--- src/rtl/debug_uart_pkg.sv ---
// Shared constants and state types for the debug telemetry UART receiver.
// DEBUG_UART_RX_CHECKSUM_EN adds the CHECK parser state for the trailing XOR byte.
package debug_uart_pkg;

  localparam logic [7:0] MAGIC1 = 8'hBE;
  localparam logic [7:0] MAGIC2 = 8'hEF;

  localparam int FRAME_LEN  = 33;
  localparam int MFG_OFS    = 2;
  localparam int DEV_OFS    = 3;
  localparam int SERIAL_OFS = 4;
  localparam int JACK_OFS   = 8;
  localparam int TOUCH_OFS  = 9;
  localparam int ADC0_OFS   = 17;
  localparam int ADC_STRIDE = 4;

  typedef enum logic [2:0] {
    RX_IDLE,
    RX_START,
    RX_DATA,
    RX_STOP,
    RX_WAIT_IDLE
  } rx_state_t;

`ifdef DEBUG_UART_RX_CHECKSUM_EN
  typedef enum logic [1:0] {HUNT1, HUNT2, BODY, CHECK} parser_state_t;
`else
  typedef enum logic [1:0] {HUNT1, HUNT2, BODY} parser_state_t;
`endif

endpackage

--- src/rtl/debug_uart_rx_if.sv ---
// Decoded telemetry fields presented by debug_uart_rx; master = decoder, slave = consumer.
interface debug_uart_rx_if #(
  parameter int W = 16
);
  logic [7:0]          eeprom_mfg;
  logic [7:0]          eeprom_dev;
  logic [31:0]         eeprom_serial;
  logic [7:0]          jack;
  logic [63:0]         touch;
  logic signed [W-1:0] adc0;
  logic signed [W-1:0] adc1;
  logic signed [W-1:0] adc2;
  logic signed [W-1:0] adc3;
  logic                frame_valid;
  logic [7:0]          err_count;
  logic                busy;

  modport master (
    output eeprom_mfg, eeprom_dev, eeprom_serial, jack, touch,
           adc0, adc1, adc2, adc3, frame_valid, err_count, busy
  );

  modport slave (
    input eeprom_mfg, eeprom_dev, eeprom_serial, jack, touch,
          adc0, adc1, adc2, adc3, frame_valid, err_count, busy
  );
endinterface

--- src/rtl/debug_uart_rx_uart_rx.sv ---
// 8N1 byte receiver: 2-flop synchronizer, mid-bit sampling at DIV clocks per bit.
module uart_rx
  import debug_uart_pkg::*;
#(
  parameter int DIV = 12
) (
  input  logic       clk,
  input  logic       rst,
  input  logic       rx_i,
  output logic [7:0] data,
  output logic       valid,
  output logic       frame_err
);

  localparam int CW = $clog2(DIV);

  logic      rx_m, rx_s, rx_d;
  rx_state_t state, state_d;
  logic [CW-1:0] cnt;
  logic [2:0]    bit_idx;
  logic          tick, shift_en, valid_d, ferr_d;

  // Start is checked at half a bit, every later sample one full bit apart.
  assign tick = (state == RX_START) ? (cnt == CW'(DIV / 2 - 1)) : (cnt == CW'(DIV - 1));

  // NOTE: sequential state uses <= so every flop samples pre-edge values regardless of statement order.
  always_ff @(posedge clk or posedge rst) begin
    if (rst) begin
      rx_m      <= 1'b1;
      rx_s      <= 1'b1;
      rx_d      <= 1'b1;
      state     <= RX_IDLE;
      cnt       <= '0;
      bit_idx   <= '0;
      data      <= '0;
      valid     <= 1'b0;
      frame_err <= 1'b0;
    end else begin
      rx_m      <= rx_i;
      rx_s      <= rx_m;
      rx_d      <= rx_s;
      state     <= state_d;
      cnt       <= (tick || state == RX_IDLE || state == RX_WAIT_IDLE) ? '0 : cnt + 1'b1;
      valid     <= valid_d;
      frame_err <= ferr_d;
      if (state == RX_START) bit_idx <= '0;
      if (shift_en) begin
        data    <= {rx_s, data[7:1]};
        bit_idx <= bit_idx + 1'b1;
      end
    end
  end

  // NOTE: every output of this block is defaulted first so no path leaves a latch behind.
  always_comb begin
    state_d  = state;
    shift_en = 1'b0;
    valid_d  = 1'b0;
    ferr_d   = 1'b0;
    unique case (state)
      RX_IDLE:  if (rx_d && !rx_s) state_d = RX_START;
      RX_START: if (tick) state_d = rx_s ? RX_IDLE : RX_DATA;
      RX_DATA: begin
        if (tick) begin
          shift_en = 1'b1;
          if (bit_idx == 3'd7) state_d = RX_STOP;
        end
      end
      RX_STOP: begin
        if (tick) begin
          if (rx_s) begin
            valid_d = 1'b1;
            state_d = RX_IDLE;
          end else begin
            ferr_d  = 1'b1;
            state_d = RX_WAIT_IDLE;
          end
        end
      end
      RX_WAIT_IDLE: if (rx_s) state_d = RX_IDLE;
      default:      state_d = RX_IDLE;
    endcase
  end

endmodule

--- src/rtl/debug_uart_rx.sv ---
// Telemetry frame parser: hunts BE EF, shadows the body, range-checks ADCs, commits atomically.
// Optional trailing XOR checksum byte when DEBUG_UART_RX_CHECKSUM_EN is defined.
module debug_uart_rx
  import debug_uart_pkg::*;
#(
  parameter int W   = 16,
  parameter int WM  = 32,
  parameter int DIV = 12
) (
  input  logic            clk,
  input  logic            rst,
  input  logic            rx_i,
  debug_uart_rx_if.master tel
);

  logic [7:0] rx_data;
  logic       rx_valid, rx_ferr;

  uart_rx #(.DIV(DIV)) u_rx (
    .clk       (clk),
    .rst       (rst),
    .rx_i      (rx_i),
    .data      (rx_data),
    .valid     (rx_valid),
    .frame_err (rx_ferr)
  );

  parser_state_t pstate, pstate_d;
  logic [5:0]    idx, idx_d;
  logic          wr, commit, reject, range_ok;
  logic [7:0]    shadow  [FRAME_LEN];
  logic [7:0]    frame_b [FRAME_LEN];
  logic [WM-1:0] adc_f   [4];

  assign wr       = (pstate == BODY) && rx_valid;
  assign tel.busy = (pstate != HUNT1);

  function automatic logic in_range(input logic [WM-1:0] f);
    return f[WM-1:W-1] == {(WM - W + 1){f[W-1]}};
  endfunction

  // NOTE: shadow bytes 2..32 are all rewritten before any commit, so this storage carries no reset.
  always_ff @(posedge clk) begin
    if (wr) shadow[idx] <= rx_data;
  end

  // Frame as it will look after this cycle's write, so the last byte can commit without a bubble.
  always_comb begin
    for (int i = 0; i < FRAME_LEN; i++) frame_b[i] = shadow[i];
    if (wr) frame_b[idx] = rx_data;
    for (int k = 0; k < 4; k++) begin
      adc_f[k] = {frame_b[ADC0_OFS + ADC_STRIDE * k],     frame_b[ADC0_OFS + ADC_STRIDE * k + 1],
                  frame_b[ADC0_OFS + ADC_STRIDE * k + 2], frame_b[ADC0_OFS + ADC_STRIDE * k + 3]};
    end
    range_ok = in_range(adc_f[0]) && in_range(adc_f[1]) && in_range(adc_f[2]) && in_range(adc_f[3]);
  end

`ifdef DEBUG_UART_RX_CHECKSUM_EN
  logic [7:0] csum;
  always_ff @(posedge clk or posedge rst) begin
    if (rst)                                           csum <= '0;
    else if (pstate == HUNT2 && rx_valid && rx_data == MAGIC2) csum <= '0;
    else if (wr)                                       csum <= csum ^ rx_data;
  end
`endif

  always_comb begin
    pstate_d = pstate;
    idx_d    = idx;
    commit   = 1'b0;
    reject   = 1'b0;
    unique case (pstate)
      HUNT1: if (rx_valid && rx_data == MAGIC1) pstate_d = HUNT2;
      HUNT2: begin
        if (rx_ferr) pstate_d = HUNT1;
        else if (rx_valid) begin
          if (rx_data == MAGIC2) begin
            pstate_d = BODY;
            idx_d    = 6'd2;
          end else if (rx_data != MAGIC1) begin
            pstate_d = HUNT1;
          end
        end
      end
      BODY: begin
        if (rx_ferr) begin
          reject   = 1'b1;
          pstate_d = HUNT1;
        end else if (rx_valid) begin
          idx_d = idx + 1'b1;
          if (idx == 6'(FRAME_LEN - 1)) begin
`ifdef DEBUG_UART_RX_CHECKSUM_EN
            pstate_d = CHECK;
`else
            commit   = range_ok;
            reject   = !range_ok;
            pstate_d = HUNT1;
`endif
          end
        end
      end
`ifdef DEBUG_UART_RX_CHECKSUM_EN
      CHECK: begin
        if (rx_ferr) begin
          reject   = 1'b1;
          pstate_d = HUNT1;
        end else if (rx_valid) begin
          commit   = range_ok && (rx_data == csum);
          reject   = !commit;
          pstate_d = HUNT1;
        end
      end
`endif
      default: pstate_d = HUNT1;
    endcase
  end

  always_ff @(posedge clk or posedge rst) begin
    if (rst) begin
      pstate            <= HUNT1;
      idx               <= '0;
      tel.eeprom_mfg    <= '0;
      tel.eeprom_dev    <= '0;
      tel.eeprom_serial <= '0;
      tel.jack          <= '0;
      tel.touch         <= '0;
      tel.adc0          <= '0;
      tel.adc1          <= '0;
      tel.adc2          <= '0;
      tel.adc3          <= '0;
      tel.frame_valid   <= 1'b0;
      tel.err_count     <= '0;
    end else begin
      pstate          <= pstate_d;
      idx             <= idx_d;
      tel.frame_valid <= commit;
      if (reject && tel.err_count != 8'hFF) tel.err_count <= tel.err_count + 1'b1;
      if (commit) begin
        tel.eeprom_mfg    <= frame_b[MFG_OFS];
        tel.eeprom_dev    <= frame_b[DEV_OFS];
        tel.eeprom_serial <= {frame_b[SERIAL_OFS], frame_b[SERIAL_OFS + 1],
                              frame_b[SERIAL_OFS + 2], frame_b[SERIAL_OFS + 3]};
        tel.jack          <= frame_b[JACK_OFS];
        for (int i = 0; i < 8; i++) tel.touch[8*i +: 8] <= frame_b[TOUCH_OFS + i];
        tel.adc0 <= adc_f[0][W-1:0];
        tel.adc1 <= adc_f[1][W-1:0];
        tel.adc2 <= adc_f[2][W-1:0];
        tel.adc3 <= adc_f[3][W-1:0];
      end
    end
  end

endmodule
--- src/flat_wrapper.sv ---
// flat-port wrapper written by rule: the top's interface ports become plain ports
module debug_uart_rx_flat import debug_uart_pkg::*;
#(
  parameter int W   = 16,
  parameter int WM  = 32,
  parameter int DIV = 12
)
  (clk, rst, rx_i, tel_eeprom_mfg, tel_eeprom_dev, tel_eeprom_serial, tel_jack, tel_touch, tel_adc0, tel_adc1, tel_adc2, tel_adc3, tel_frame_valid, tel_err_count, tel_busy);
  debug_uart_rx_if #(.W(W)) tel_i ();
  input  logic clk;
  input  logic rst;
  input  logic rx_i;
  output wire logic [$bits(tel_i.eeprom_mfg)-1:0] tel_eeprom_mfg;
  output wire logic [$bits(tel_i.eeprom_dev)-1:0] tel_eeprom_dev;
  output wire logic [$bits(tel_i.eeprom_serial)-1:0] tel_eeprom_serial;
  output wire logic [$bits(tel_i.jack)-1:0] tel_jack;
  output wire logic [$bits(tel_i.touch)-1:0] tel_touch;
  output wire logic [$bits(tel_i.adc0)-1:0] tel_adc0;
  output wire logic [$bits(tel_i.adc1)-1:0] tel_adc1;
  output wire logic [$bits(tel_i.adc2)-1:0] tel_adc2;
  output wire logic [$bits(tel_i.adc3)-1:0] tel_adc3;
  output wire logic [$bits(tel_i.frame_valid)-1:0] tel_frame_valid;
  output wire logic [$bits(tel_i.err_count)-1:0] tel_err_count;
  output wire logic [$bits(tel_i.busy)-1:0] tel_busy;
  assign tel_eeprom_mfg = tel_i.eeprom_mfg;
  assign tel_eeprom_dev = tel_i.eeprom_dev;
  assign tel_eeprom_serial = tel_i.eeprom_serial;
  assign tel_jack = tel_i.jack;
  assign tel_touch = tel_i.touch;
  assign tel_adc0 = tel_i.adc0;
  assign tel_adc1 = tel_i.adc1;
  assign tel_adc2 = tel_i.adc2;
  assign tel_adc3 = tel_i.adc3;
  assign tel_frame_valid = tel_i.frame_valid;
  assign tel_err_count = tel_i.err_count;
  assign tel_busy = tel_i.busy;
  debug_uart_rx #(.W(W), .WM(WM), .DIV(DIV)) u_core (.clk(clk), .rst(rst), .rx_i(rx_i), .tel(tel_i));
endmodule
--- config.mk ---
export PLATFORM = sky130hd
export DESIGN_NAME = debug_uart_rx_flat
export DESIGN_NICKNAME = d
export VERILOG_FILES = /design/src/rtl/debug_uart_pkg.sv /design/src/rtl/debug_uart_rx_if.sv /design/src/rtl/debug_uart_rx_uart_rx.sv /design/src/rtl/debug_uart_rx.sv /design/src/flat_wrapper.sv
export SDC_FILE = /design/constraint.sdc
export NUM_CORES = 1
export LEC_CHECK = 0
export ABC_AREA = 1
export CORE_MARGIN = 2
export CORE_UTILIZATION = 55
export DETAILED_ROUTE_END_ITERATION = 10
export PLACE_DENSITY = 0.78
export SLEW_MARGIN = 20
export SYNTH_ARGS = -nofsm -noshare
export SYNTH_HDL_FRONTEND = slang
export SYNTH_SLANG_ARGS = --single-unit
--- constraint.sdc ---
create_clock -name clk -period 10.6 [get_ports clk]
set_input_delay 2.12 -clock clk [delete_from_list [all_inputs] [get_ports clk]]
set_output_delay 2.12 -clock clk [all_outputs]
set_load 0.01 [all_outputs]
## Word-level counts from Yosys, hierarchy flattened

Memory sizes are Yosys's and may differ from the RTL's.
Cells that the tools add are included.
W data, S select, Z words.

- Memories kept: 1
- Input port bits: 3
- Output and inout port bits: 194
- Bits in registers: 224
- RAM bits: 264
- Logic and storage cells: 134

Memory list:

| name | words | bits a word | read ports | clocked after Yosys merged registers in | wr ports | RTL line | source |
|---|---|---|---|---|---|---|---|
| u_core.shadow | 33 | 8 | 33 | 0 | 1 | debug_uart_rx.sv:31 | `logic [7:0] shadow [FRAME_LEN];` |

- Bitwise logic cells: 1
- Multiplexer cells: 50
- $add $sub $neg: 4
- Reduce and logical (&&, ||, !) cells: 20
- Eq/ne operators: 34
- Order comparisons: 2

Operator list:

| kind | count |
|---|---|
| $bwmux W264 | 1 |
| $mux W248 | 1 |
| $eq A16 B16 Y1 | 4 |
| $demux W8 S6 | 1 |
| $mux W6 | 5 |
| $mux W3 | 9 |
| $mux W1 | 19 |
| $mux W2 | 9 |
| $ne A2 B2 Y1 const B | 9 |
| $eq A8 B8 Y1 const B | 2 |
| $ne A8 B8 Y1 const B | 2 |
| $pmux W3 S5 | 1 |
| $pmux W6 S2 | 1 |
| $reduce_and A6 Y1 | 2 |
| $ne A3 B3 Y1 const B | 3 |
| $add A8 B1 Y8 const B | 1 |
| $logic_and A1 B1 Y1 | 8 |
| $mux W8 | 1 |
| $ge A7 B7 Y1 const B | 1 |
| $lt A7 B1 Y1 const B | 1 |
| $not A6 Y7 | 1 |
| $add A6 B1 Y6 const B | 1 |
| $eq A3 B2 Y1 const B | 2 |
| $eq A3 B3 Y1 const B | 2 |
| 18 further kinds | 24 |

## Depth between registers and ports, before layout

- Depth after elaboration: 17
- Depth in mapped cells: 19
- Gate-level depth less buffers: 19

## By module

A second synthesis with hierarchy kept.

- Cell total of the unflattened synthesis: 1828
- Area total of the unflattened synthesis: 19060.8 sq um

By module, submodules not included:

| module | seq. area each (sq um) | area an instance (sq um) | instances | cells an instance |
|---|---|---|---|---|
| debug_uart_rx | 12477.0 | 18047.3 | 1 | 1717 |
| uart_rx | 579.3 | 1013.5 | 1 | 111 |

## Worst setup path before layout

No wires, ideal clock.

- Path kind: flip-flop to output port
- From: register u_core.pstate[1]
- To: output tel_busy
- Slack: 7.830 ns
- Cell stages (with the launch flop): 3
- Data required time: 8.480 ns
- Arrival time: 0.650 ns
- Path buffers: 0
- Cell sequence: dfrtp_1 nor2_1 inv_1

- Word-level cells in the longest chain between the ends: 1

RTL lines:

| item | RTL line | source |
|---|---|---|
| from (decl) | debug_uart_rx.sv:28 | `parser_state_t pstate, pstate_d;` |
| from (signal assigned) | debug_uart_rx.sv:134 | `pstate <= pstate_d;` |
| $reduce_bool A2 Y1 | debug_uart_rx.sv:36 | `assign tel.busy = (pstate != HUNT1);` |
| to (decl) | flat_wrapper.sv:24 | `output wire logic [$bits(tel_i.busy)-1:0] tel_busy;` |

No other way between the ends.

## Final worst setup path

- From: register u_core.pstate[0]
- To: register u_core.tel.eeprom_serial[1]

- Word-level cells in the longest chain between the ends: 11
- Elaborated cells on any way between the ends: 14
- Classes of those cells: eq/ne: 5; mux: 5; reduce/logical: 4

RTL lines:

| item | RTL line | source |
|---|---|---|
| $eq A2 B2 Y1 (*) | debug_uart_rx.sv:35, debug_uart_rx.sv:72 |  |
| $logic_and A1 B1 Y1 | debug_uart_rx.sv:35 | `assign wr = (pstate == BODY) && rx_valid;` |
| $mux W248 | debug_uart_rx.sv:50 | `if (wr) frame_b[idx] = rx_data;` |
| $eq A16 B16 Y1 | debug_uart_rx.sv:39 | `return f[WM-1:W-1] == {(WM - W + 1){f[W-1]}};` |
| $logic_and A1 B1 Y1 (3 in a row) | debug_uart_rx.sv:55 | `range_ok = in_range(adc_f[0]) && in_range(adc_f[1]) && in_range(adc_f[2]) && in_range(adc_f[3]);` |
| $mux W1 | debug_uart_rx.sv:91 | `if (idx == 6'(FRAME_LEN - 1)) begin` |
| $mux W1 | debug_uart_rx.sv:89 | `end else if (rx_valid) begin` |
| $mux W1 | debug_uart_rx.sv:86 | `if (rx_ferr) begin` |
| $mux W1 | debug_uart_rx.sv:72 | `unique case (pstate)` |
| to (signal assigned) | debug_uart_rx.sv:141 | `tel.eeprom_serial <= {frame_b[SERIAL_OFS], frame_b[SERIAL_OFS + 1],` |
| to (decl) | debug_uart_rx_if.sv:19 | `output eeprom_mfg, eeprom_dev, eeprom_serial, jack, touch,` |

Every way passes the cells marked *; elsewhere a longest branch is shown, timed or not.
A chain may end at the register's enable or synchronous reset.

==> reports/qor.yml <==
status:
  status: "completed"
cts:
  cts_tree: "built"
  root_buffer: "clkbuf_16"
  cts.path.max_buffers: 3
  clk_pin_slew_ns: 0.06
  clk_latency_ns: 0.56
  cts_resized: 0
  post_cts_buffers: 0
  cts_max_level: 2
  cts_hold_buf: 0
  cts_inserted_buffers: 46
  clock-sinks: 472
worst_setup_path:
  crit_arrival_ns: 5.26
  r2r_setup_slack_ns: 5.79
  crit_path_end_kind: "flip-flop"
  r2r-end: "u_core.tel.eeprom_serial[1]"
  critical_path.cell_chain: "inv_1 > nand3_1 > nor2_1 > inv_1 > nor2_1 > nand3b_1 > nand2_1 > inv_1 > nor2_2 > nand4_4 > buf_4 > buf_4 > nand2_1 > o21ai_1"
  cp_max_fo: 117
  crit_path_frequent_cell: "inv_1"
  reg2reg_depth: 14
  r2r_start: "u_core.pstate[0]"
  startpoint_type: "flip-flop"
  critical_path_class: "flip-flop to flip-flop"
  crit_slowest_cell: "buf_4"
  worstPathRequired_ns: 11.05
  cpPeakStageDelay_ns: 0.93
global_route:
  overflow: 0
  grt_pass1_vias: 13050
  grtUsageTotal: 0.2609
  grt.busiest_layer: "met2"
  met3_usage: 0.03725
  antenna_found_initial: 0
  grt_pass1_wl_um: 72090
  grtUsageMet1: 0.3648
  grt_max_degree: 120
  use_met2: 0.4214
place:
  placedInstanceArea_um2: 21170
  place_hpwl_um: 27700
  gp_congestion: 0.9048
  port_buffers: 196
timing:
  tns_ns: 0
  skew_ns: 0.02124
  finalHoldViolCount: 0
  slew_headroom: 0.2911
  setup_viol: 0
  fin_crit_sh: 0.4534
  rsz0062_at_grt: "false"
  tightestPinTransition_ns: 1.063
  fin_crit_ns: 4.806
  slew_viol_final: 0
  max_freq_ghz: 0.2081
layout:
  area_growth_pct: 21.00
  layout_commonest_cell: "nand2_1"
  final_area_um2: 22700
  n_fill_cell: 2408
  multi_input_area_um2: 5066
  nNetsFinal: 1959
  drive_gt1_frac: 0.06740
  fin_util: 0.6769
  layout_common_cells: "512 x nand2_1, 248 x edfxtp_1, 221 x o21ai_0, 221 x dfrtp_1, 196 x clkdlybuf4s50_1"
  n_antenna_cell: 0
  seq_area_um2: 13060
die:
  start_util: 0.5594
  boundaryPins: 197
  fp-row-count: 67
  die_x_um: 188.7
  die_h_um: 188.7
  core_area_um2: 33530
  die_area_um2: 35600
yosys:
  synth-seq-area-share: 0.6960
  yosysWarnings: 0
  synthDistinctLibCells: 35
  syn_nets: 1769
  avgSynthCellArea_um2: 10.66
  ys_seq_elements: 472
  netlist_instances: 1760
  syn_area_um2: 18760
run:
  cap_violations: 0
pwr:
  comb_power_share: 0.061
  p_leak_nw: 8.838
  clkPwrFrac: 0.418
  pwr-share-seq: 0.521
  p_sw_frac: 0.2325
  intPower_mw: 2.971
  p_sw_mw: 0.9001
  power.total_mw: 3.871
  p_per_area_nw_per_um2: 170.5
  peakVddDrop_mv: 0.1373
route:
  viasPerCell: 5.585
  first_iter_violations: 1261
  ant_nets: 0
  drc: 0
  dr.pass1.iters: 6
  wl_per_cell_um: 19.11
  wl_um: 46550
  vias: 13600
worst_hold_path:
  worstHoldStart: "u_core.u_rx.rx_m"
  holdPathEnd: "u_core.u_rx.rx_s"
  hold_path_depth: 0
  hp-class: "flip-flop to flip-flop"
-- through the flow --
stage	cells	hold WS, ns	setup WS (ns)
6_report	2436	0.3578	5.794
3_5_place_dp	2350	0.3476	5.737
5_1_grt	2436	0.3600	5.396
4_1_cts	2436	0.3567	5.836
3_3_place_gp	2350	0.3465	5.767
2_1_floorplan	1760	0.3452	2.351
-- cells in the mapped netlist --
cell,number,area (µm²)
dfrtp_1,221,5530
dfstp_2,3,78.83
clkbuf_1,47,176.4
nand3_1,56,280.3
o21ai_1,166,830.8
or2_2,1,6.260
o21ai_2,1,8.760
a21oi_1,9,45.04
a32o_1,1,10.01
inv_1,64,240.2
nand2_2,3,18.77
nor4_1,3,18.77
clkinv_1,7,26.28
nor2_1,89,334.1
nand3b_1,3,22.52
nand3_2,1,10.01
buf_4,1,7.510
edfxtp_1,248,7447
nor2_2,4,25.02
o31ai_1,1,7.510
and2_0,1,6.260
nor2_4,2,22.52
o21ai_0,221,1106
a31o_2,1,8.760
o32ai_1,1,8.760
a21boi_0,1,7.510
inv_2,8,30.03
ha_1,6,75.07
nand4_2,1,12.51
nor3_1,17,85.08
buf_2,36,180.2
xor2_1,6,52.55
nand4_1,16,100.1
xnor2_1,2,17.52
nand2_1,512,1922
-- critical path: cells and delay by family, from the launching register on --
kind | cells | cell delay [ns]
buf+inv | 5 | 2.02
simple gates | 8 | 2.01
flops | 1 | 0.38
compound gates | 1 | 0.16
-- area by class of cell --
cell class | count | area share
Clock buffer | 68 | 0.05970
Tap cell | 448 | 0.02469
Sequential cell | 472 | 0.5752
Clock inverter | 18 | 0.007331
Multi-Input combinational cell | 1125 | 0.2232
Inverter | 79 | 0.01339
Timing Repair Buffer | 226 | 0.09652
-- sequential cells by signal, summed over array words and instances (netlist names), 6 cells and up --
register / flops
u_core.tel.touch: 64
u_core.tel.eeprom_mfg: 8
u_core.u_rx.data: 8
u_core.tel.adc1: 16
u_core.tel.adc3: 16
u_core.tel.err_count: 8
u_core.shadow: 248
u_core.tel.jack: 8
u_core.tel.adc2: 16
u_core.tel.eeprom_dev: 8
u_core.tel.adc0: 16
u_core.idx: 6
u_core.tel.eeprom_serial: 32
-- power by group through the flow --
stage	registers (mW)	clock network, mW	logic (mW)
5_1_grt	2.02	1.70	0.254
6_report	2.02	1.62	0.235
3_3_place_gp	2.05	0	0.225
2_1_floorplan	2.06	0	0.111
3_5_place_dp	2.05	0	0.231
4_1_cts	2.02	1.63	0.234
-- logic make-up (layout without fill, tap and decap cells) --
| family | Yosys count | count (layout) | share of synthesized area |
|---|---|---|---|
| DFF | 472 | 472 | 0.6960 |
| and+or+nand+nor | 709 | 709 | 0.1527 |
| adders and majority gates | 6 | 6 | 0.004002 |
| buffers and inverters | 163 | 391 | 0.03522 |
| AOI/OAI and AO/OA | 402 | 402 | 0.1084 |
| xor gates and xnor gates | 8 | 8 | 0.003735 |
-- worst max-delay path by stage --
stage	end	startpoint	slack, ns	cells after the start
after floorplan	u_core.idx[0]	rst	2.35	1
after global placement	u_core.pstate[0]	rst	5.77	4
after detailed placement	u_core.pstate[0]	rst	5.74	4
after CTS	u_core.tel.eeprom_serial[1]	u_core.pstate[0]	5.84	14
after global routing	u_core.tel.eeprom_serial[3]	u_core.pstate[0]	5.40	14
final	u_core.tel.eeprom_serial[1]	u_core.pstate[0]	5.79	14
-- per-layer routing --
layer  wire length, µm  part of all wire  up-vias
met5                 0                 0        -
met4              1512             0.032        0
met3              3631             0.078      111
met2             21730              0.47      626
met1             19670              0.42     6498
li1                  -                 -     6369
(Power assumes the default switching activity.)
